**config.mk**
```make
export PLATFORM = sky130hd
export DESIGN_NAME = wb_initiator
export DESIGN_NICKNAME = d
export VERILOG_FILES = /design/src/rtl/wb_initiator.sv
export SDC_FILE = /design/constraint.sdc
export NUM_CORES = 1
export LEC_CHECK = 0
export BUFFER_PORTS_ARGS = -buffer_cell sky130_fd_sc_hd__buf_4
export CAP_MARGIN = 30
export CORE_MARGIN = 2
export CORE_UTILIZATION = 45
export CTS_BUF_LIST = sky130_fd_sc_hd__clkbuf_4 sky130_fd_sc_hd__clkbuf_8 sky130_fd_sc_hd__clkbuf_16
export DETAILED_ROUTE_END_ITERATION = 8
export PLACE_DENSITY = 0.71
export SLEW_MARGIN = 0
export SYNTH_ARGS = -nofsm -noshare
export SYNTH_HDL_FRONTEND = slang
export SYNTH_SLANG_ARGS = --single-unit
export TNS_END_PERCENT = 30
```
**constraint.sdc**
```tcl
create_clock -name CLK_I -period 3.4 [get_ports CLK_I]
set_input_delay 0.17 -clock CLK_I [delete_from_list [all_inputs] [get_ports CLK_I]]
set_output_delay 0.17 -clock CLK_I [all_outputs]
set_load 0.01 [all_outputs]
```
**src/rtl/wb_initiator.sv**
```systemverilog
// Wishbone classic initiator: turns single 68k-style byte/word/long requests into
// big-endian bus cycles, splitting 2-aligned longs and reporting bus/timeout/address errors.
module wb_initiator #(
  parameter int AW      = 32,
  parameter int TIMEOUT = 255
) (
  input  logic          CLK_I,
  input  logic          RST_I,
  input  logic          req_valid,
  output logic          req_ready,
  input  logic          req_we,
  input  logic [1:0]    req_size,
  input  logic [AW-1:0] req_adr,
  input  logic [31:0]   req_dat,
  output logic          rsp_valid,
  output logic [1:0]    rsp_code,
  output logic [31:0]   rsp_dat,
  output logic [AW-1:0] ADR_O,
  output logic [31:0]   DAT_O,
  input  logic [31:0]   DAT_I,
  output logic [3:0]    SEL_O,
  output logic          WE_O,
  output logic          CYC_O,
  output logic          STB_O,
  input  logic          ACK_I,
  input  logic          ERR_I
);

  localparam int CW = $clog2(TIMEOUT + 1);

  localparam logic [1:0] SZ_BYTE = 2'b00;
  localparam logic [1:0] SZ_WORD = 2'b01;
  localparam logic [1:0] SZ_LONG = 2'b10;

  localparam logic [1:0] RSP_OK     = 2'b00;
  localparam logic [1:0] RSP_BUSERR = 2'b01;
  localparam logic [1:0] RSP_TMO    = 2'b10;
  localparam logic [1:0] RSP_ADRERR = 2'b11;

  typedef enum logic [1:0] {IDLE, BUS1, BUS2, RESP} state_t;

  state_t        state_q, state_d;
  logic          run_q, run_d;
  logic [AW-1:0] adr_q, adr_d;
  logic [3:0]    sel_q, sel_d;
  logic [31:0]   dat_q, dat_d;
  logic          we_q, we_d;
  logic          split_q, split_d;
  logic [15:0]   wlo_q, wlo_d;
  logic [1:0]    size_q, size_d;
  logic [1:0]    off_q, off_d;
  logic [31:0]   rdat_q, rdat_d;
  logic [1:0]    code_q, code_d;
  logic [CW-1:0] cnt_q, cnt_d;

  always_ff @(posedge CLK_I or negedge RST_I) begin
    if (!RST_I) begin
      state_q <= IDLE;
      run_q   <= 1'b0;
      adr_q   <= '0;
      sel_q   <= '0;
      dat_q   <= '0;
      we_q    <= 1'b0;
      split_q <= 1'b0;
      wlo_q   <= '0;
      size_q  <= '0;
      off_q   <= '0;
      rdat_q  <= '0;
      code_q  <= '0;
      cnt_q   <= '0;
    end else begin
      state_q <= state_d;
      run_q   <= run_d;
      adr_q   <= adr_d;
      sel_q   <= sel_d;
      dat_q   <= dat_d;
      we_q    <= we_d;
      split_q <= split_d;
      wlo_q   <= wlo_d;
      size_q  <= size_d;
      off_q   <= off_d;
      rdat_q  <= rdat_d;
      code_q  <= code_d;
      cnt_q   <= cnt_d;
    end
  end

  always_comb begin
    state_d = state_q;
    run_d   = 1'b1;
    adr_d   = adr_q;
    sel_d   = sel_q;
    dat_d   = dat_q;
    we_d    = we_q;
    split_d = split_q;
    wlo_d   = wlo_q;
    size_d  = size_q;
    off_d   = off_q;
    rdat_d  = rdat_q;
    code_d  = code_q;
    cnt_d   = cnt_q;
    case (state_q)
      IDLE: begin
        if (req_valid && req_ready) begin
          size_d  = req_size;
          off_d   = req_adr[1:0];
          we_d    = req_we;
          adr_d   = {req_adr[AW-1:2], 2'b00};
          wlo_d   = req_dat[15:0];
          split_d = 1'b0;
          rdat_d  = '0;
          cnt_d   = '0;
          code_d  = RSP_OK;
          state_d = BUS1;
          // Big-endian lanes: offset 0 lives in DAT[31:24]
          case (req_size)
            SZ_BYTE: begin
              sel_d = 4'b1000 >> req_adr[1:0];
              dat_d = {24'h0, req_dat[7:0]} << {~req_adr[1:0], 3'b000};
            end
            SZ_WORD: begin
              sel_d = req_adr[1] ? 4'b0011 : 4'b1100;
              dat_d = req_adr[1] ? {16'h0, req_dat[15:0]} : {req_dat[15:0], 16'h0};
            end
            default: begin
              split_d = req_adr[1];
              sel_d   = req_adr[1] ? 4'b0011 : 4'b1111;
              dat_d   = req_adr[1] ? {16'h0, req_dat[31:16]} : req_dat;
            end
          endcase
          if (req_size == 2'b11 || (req_size != SZ_BYTE && req_adr[0])) begin
            state_d = RESP;
            code_d  = RSP_ADRERR;
            split_d = 1'b0;
          end
        end
      end
      BUS1, BUS2: begin
        if (ERR_I) begin
          state_d = RESP;
          code_d  = RSP_BUSERR;
          rdat_d  = '0;
          cnt_d   = '0;
        end else if (ACK_I) begin
          if (!we_q) begin
            case (size_q)
              SZ_BYTE: rdat_d = {24'h0, 8'(DAT_I >> {~off_q, 3'b000})};
              SZ_WORD: rdat_d = {16'h0, off_q[1] ? DAT_I[15:0] : DAT_I[31:16]};
              default: begin
                if (!split_q)            rdat_d         = DAT_I;
                else if (state_q == BUS1) rdat_d[31:16] = DAT_I[15:0];
                else                      rdat_d[15:0]  = DAT_I[31:16];
              end
            endcase
          end
          cnt_d = '0;
          if (state_q == BUS1 && split_q) begin
            state_d = BUS2;
            adr_d   = adr_q + AW'(4);
            sel_d   = 4'b1100;
            dat_d   = {wlo_q, 16'h0};
          end else begin
            state_d = RESP;
            code_d  = RSP_OK;
          end
        end else if (cnt_q == CW'(TIMEOUT - 1)) begin
          state_d = RESP;
          code_d  = RSP_TMO;
          rdat_d  = '0;
          cnt_d   = '0;
        end else begin
          cnt_d = cnt_q + CW'(1);
        end
      end
      RESP: begin
        state_d = IDLE;
        cnt_d   = '0;
      end
      default: state_d = IDLE;
    endcase
  end

  // Bus outputs are parked at zero whenever no cycle is in progress
  assign CYC_O     = (state_q == BUS1) || (state_q == BUS2);
  assign STB_O     = CYC_O;
  assign WE_O      = CYC_O && we_q;
  assign SEL_O     = CYC_O ? sel_q : 4'h0;
  assign ADR_O     = CYC_O ? adr_q : '0;
  assign DAT_O     = (CYC_O && we_q) ? dat_q : 32'h0;
  assign req_ready = run_q && (state_q == IDLE);
  assign rsp_valid = (state_q == RESP);
  assign rsp_code  = code_q;
  assign rsp_dat   = rdat_q;

endmodule
```
==> summary.md <==
| Metric | Value |
|---|---|
| Outcome | `completed` |
| Cells along the critical path | `inv_1 -> ha_4 -> buf_4 -> and2_1 -> buf_4` |
| First-pass GRT wire length | `between 30000 and 40000 µm` |
| TritonCTS Buffers | `17` |
| Antenna cells | `0` |
| Mapped Avg Cell Area | `roughly 9.3 µm²` |
| Most used cell, CP | `buf_4` |
| Critical path class | `flop to output pin` |
| Unrepaired setup endpoints after global routing | `false` |
| Slew HR | `approximately 36%` |
| Critical Path Fanout Max | `73` |
| RR Startpoint | `state_q[0]` |
| Post-synthesis simple-gate area fraction | `roughly a fifth` |
| # setup viols final | `0` |
| Flops & latches, synth | `around 130` |
| Routed Antenna Nets | `0` |
| Starting Density | `between 40% and 50%` |
| Post-CTS sizing | `0` |
| Htree depth | `4` |
| Worst-skew pair later-pin latency | `approximately 0.42 ns` |
| Post-route DRC | `0` |
| Die area | `~0.019 mm²` |
| Syn. warnings | `0` |
| Worst EP required | `between 3 and 4 ns` |
| Worst min path class | `input pin to flop` |
| Gpl congestion | `just under 0.9` |
| Finished Layout Cells | `roughly 1.3k` |
| I/O Buffers | `between 200 and 250` |
| Crit path largest cell delay | `~0.6 ns` |
| Ys flop type | `dfrtp_1` |
| Maximum vdd drop | `around 0.00042 V` |
| Max cap viols | `0` |
| Hold-fix buffers, CTS | `7` |
| DRT met1 WL | `~11000 µm` |
| Core area | `0.0173 mm²` |
| Chip width | `~140 µm` |
| Gate Count Post-Synth | `approximately 860` |
| Post-Synth Adder-Cell Area | `1.07%` |
| Hold Startpoint | `req_dat[12]` |
| CP startpoint kind | `flop` |
| Clk buf depth | `2` |
| Final hold vios | `0` |
| DP HPWL | `approximately 16000 µm` |
| Post-CTS setup buffer count | `0` |
| Synth Area in Compound Gates | `~18%` |
| Share of cells above drive strength 1 | `31.8%` |
| Dpl cells | `between 1k and 1.5k` |
| IO Pins | `about 210` |
| Post-synthesis cell area | `between 0.007 and 0.008 mm²` |
| Global router's overall resource usage | `roughly a quarter` |
| Xor-xnor portion of the synthesized cell area | `less than 1%` |
| GR Overflow Total | `0` |
| Die height | `137 µm` |
| DR vias/cell | `~5.8` |
| EDFF count, synth | `0` |
| LEAKAGE | `4.79 nW` |
| Slew Limit Fails | `0` |
| Nets | `~1.2k` |
| WL/cell | `around 19 µm` |
| Setup crit start | `state_q[0]` |
| Fmax | `approximately 0.37 GHz` |
| DR top layer | `met4` |
| Largest net degree at the start of global routing | `about 100` |
| CP arrival | `roughly 2.5 ns` |
| Mux contribution to synthesized area | `roughly an eighth` |
| Met3 wire length | `roughly 1900 µm` |
| Critical path capture point type | `output pin` |
| P&R area growth vs syn | `29.7%` |
| Largest family of logic cells by synthesized area | `simple AND/OR/NAND/NOR gates` |
| Critical path's slowest cell | `buf_4` |
| Vias post-DR | `about 7.4k` |
| Asr flop ratio synth | `100%` |
| TritonCTS clock tree | `built` |
| Register area share after synthesis | `41.7%` |
| # clock sinks | `roughly 130` |
| Detailed Route Iter0 Violations | `roughly 650` |
| Final Cycle Share | `78.7%` |
| Pwr per Cell Area | `805 mW/mm²` |
| Clock root buffer | `clkbuf_16` |
| Vias in the first global route | `just under 7k` |
| Initial antenna violation count | `0` |
| Met2 wire len | `11100 µm` |
| Initial DRT Pass Iterations | `5` |
| Worst Tran Pin Value | `roughly 0.95 ns` |
| Period minus WS final | `about 2.7 ns` |
| Distinct cell type count after synthesis | `67` |
| Reg clk slew, reported paths | `about 0.06 ns` |
| Final WL | `24100 µm` |
| Clock Skews | `~0.011 ns` |
| Setup TNS | `0 ns` |
| Core Rows | `between 40 and 50` |
==> synthesized netlist by cell type (3+ instances only) <==
cell	number	area (µm²)
nor2_1	87	327
and2_1	37	231
mux2_4	10	150
a31oi_1	7	43.8
and4_1	5	43.8
and3_1	48	300
ha_1	6	75.1
nand2_1	86	323
a31o_2	3	26.3
nand3_1	15	75.1
mux2i_1	35	350
nand4_1	11	68.8
o31ai_1	30	225
a221oi_1	23	201
a21oi_1	33	165
buf_4	4	30.0
inv_1	11	41.3
a32oi_1	4	35.0
nor3_1	6	30.0
xor2_1	4	35.0
buf_2	15	75.1
o21ai_0	63	315
clkbuf_1	46	173
mux2_2	46	518
or3_1	4	25.0
o2bb2ai_1	3	26.3
dfrtp_1	133	3330
o22ai_1	8	50.1
a22oi_1	27	203
==> routing by layer <==
layer	GRT usage, %	vias up
met4	9.16	0
li1	-	3518
met2	39.5	335
met3	5.30	36
met5	0	-
met1	35.7	3522
==> path summary, 6_finish.rpt <==
path                         endpoint  slack [ns]  depth (start not counted)
setup / recovery            ADR_O[30]        0.73                          5
hold / removal              wlo_q[12]        0.01                          2
setup reg to reg            adr_q[31]        0.74                          8
hold reg to reg             dat_q[10]        0.48                          2
max in group asynchronous   dat_q[20]        2.31                          4
min in group asynchronous  rsp_dat[4]        0.14                          2
==> critical path, delay by kind of cell, from the launching register on <==
kind / cells / cell delay [ns]
buffers and inverters: 3 / 0.84
DFF: 1 / 0.38
and+or+nand+nor: 1 / 0.31
adders and majority gates: 1 / 0.53
==> through the flow <==
stage	total power [mW]	setup slack (ns)	area, µm²	hold slack, ns	utilization (%)
after floorplan	5.00	1.18	7990	-0.126	-
final	8.34	0.726	10400	0.0127	59.9
after global routing	8.87	0.528	10400	0.00525	59.9
after CTS	8.37	0.720	10300	0.00196	59.7
after global placement	6.43	0.845	9660	0.370	55.9
after detailed placement	6.49	0.765	9660	0.363	55.9
==> layout make-up <==
class                      instances  area [µm²]
clock buffer                      21         474
clock inverter                    11         125
fill                            1519        6940
inverter                          11        41.3
multi-input combinational        648        4320
sequential                       133        3330
tap                              225         282
timing repair buffer             231        1790
==> layout by cell type, fill, tap and decap left out, types with 6 or more instances in the layout <==
master	netlist	layout
buf_4	4	221
dfrtp_1	133	133
nor2_1	87	87
nand2_1	86	86
o21ai_0	63	63
and3_1	48	48
mux2_2	46	46
and2_1	37	37
mux2i_1	35	35
a21oi_1	33	33
o31ai_1	30	29
a22oi_1	27	27
a221oi_1	23	23
clkbuf_16	0	17
nand3_1	15	15
inv_1	11	11
nand4_1	11	11
mux2_4	10	10
o22ai_1	8	8
a31oi_1	7	7
dlygate4sd3_1	0	7
nor3_1	6	6
==> power by group <==
part	internal (mW)	total [mW]	switching, mW
clock network	1.15	1.85	0.706
logic	1.74	3.90	2.15
registers	2.12	2.59	0.468
total	5.01	8.34	3.33
==> cell families after synthesis <==
group                    after synthesis
multiplexers                          91
AO/OA/AOI/OAI                        220
adder cells (fa/ha/maj)                7
XOR/XNOR                               4
AND/OR/NAND/NOR                      323
flip-flops                           133
buffers and inverters                 82
other                                  2
==> registers in the layout, indices dropped and copies added (netlist names) <==
signal	flops
wlo_q	16
adr_q	30
rsp_dat	32
cnt_q	8
run_q	1
rsp_code	2
we_q	1
state_q	2
split_q	1
sel_q	4
dat_q	32
size_q	2
off_q	2
No activity file was read; power rests on OpenSTA's default activity.
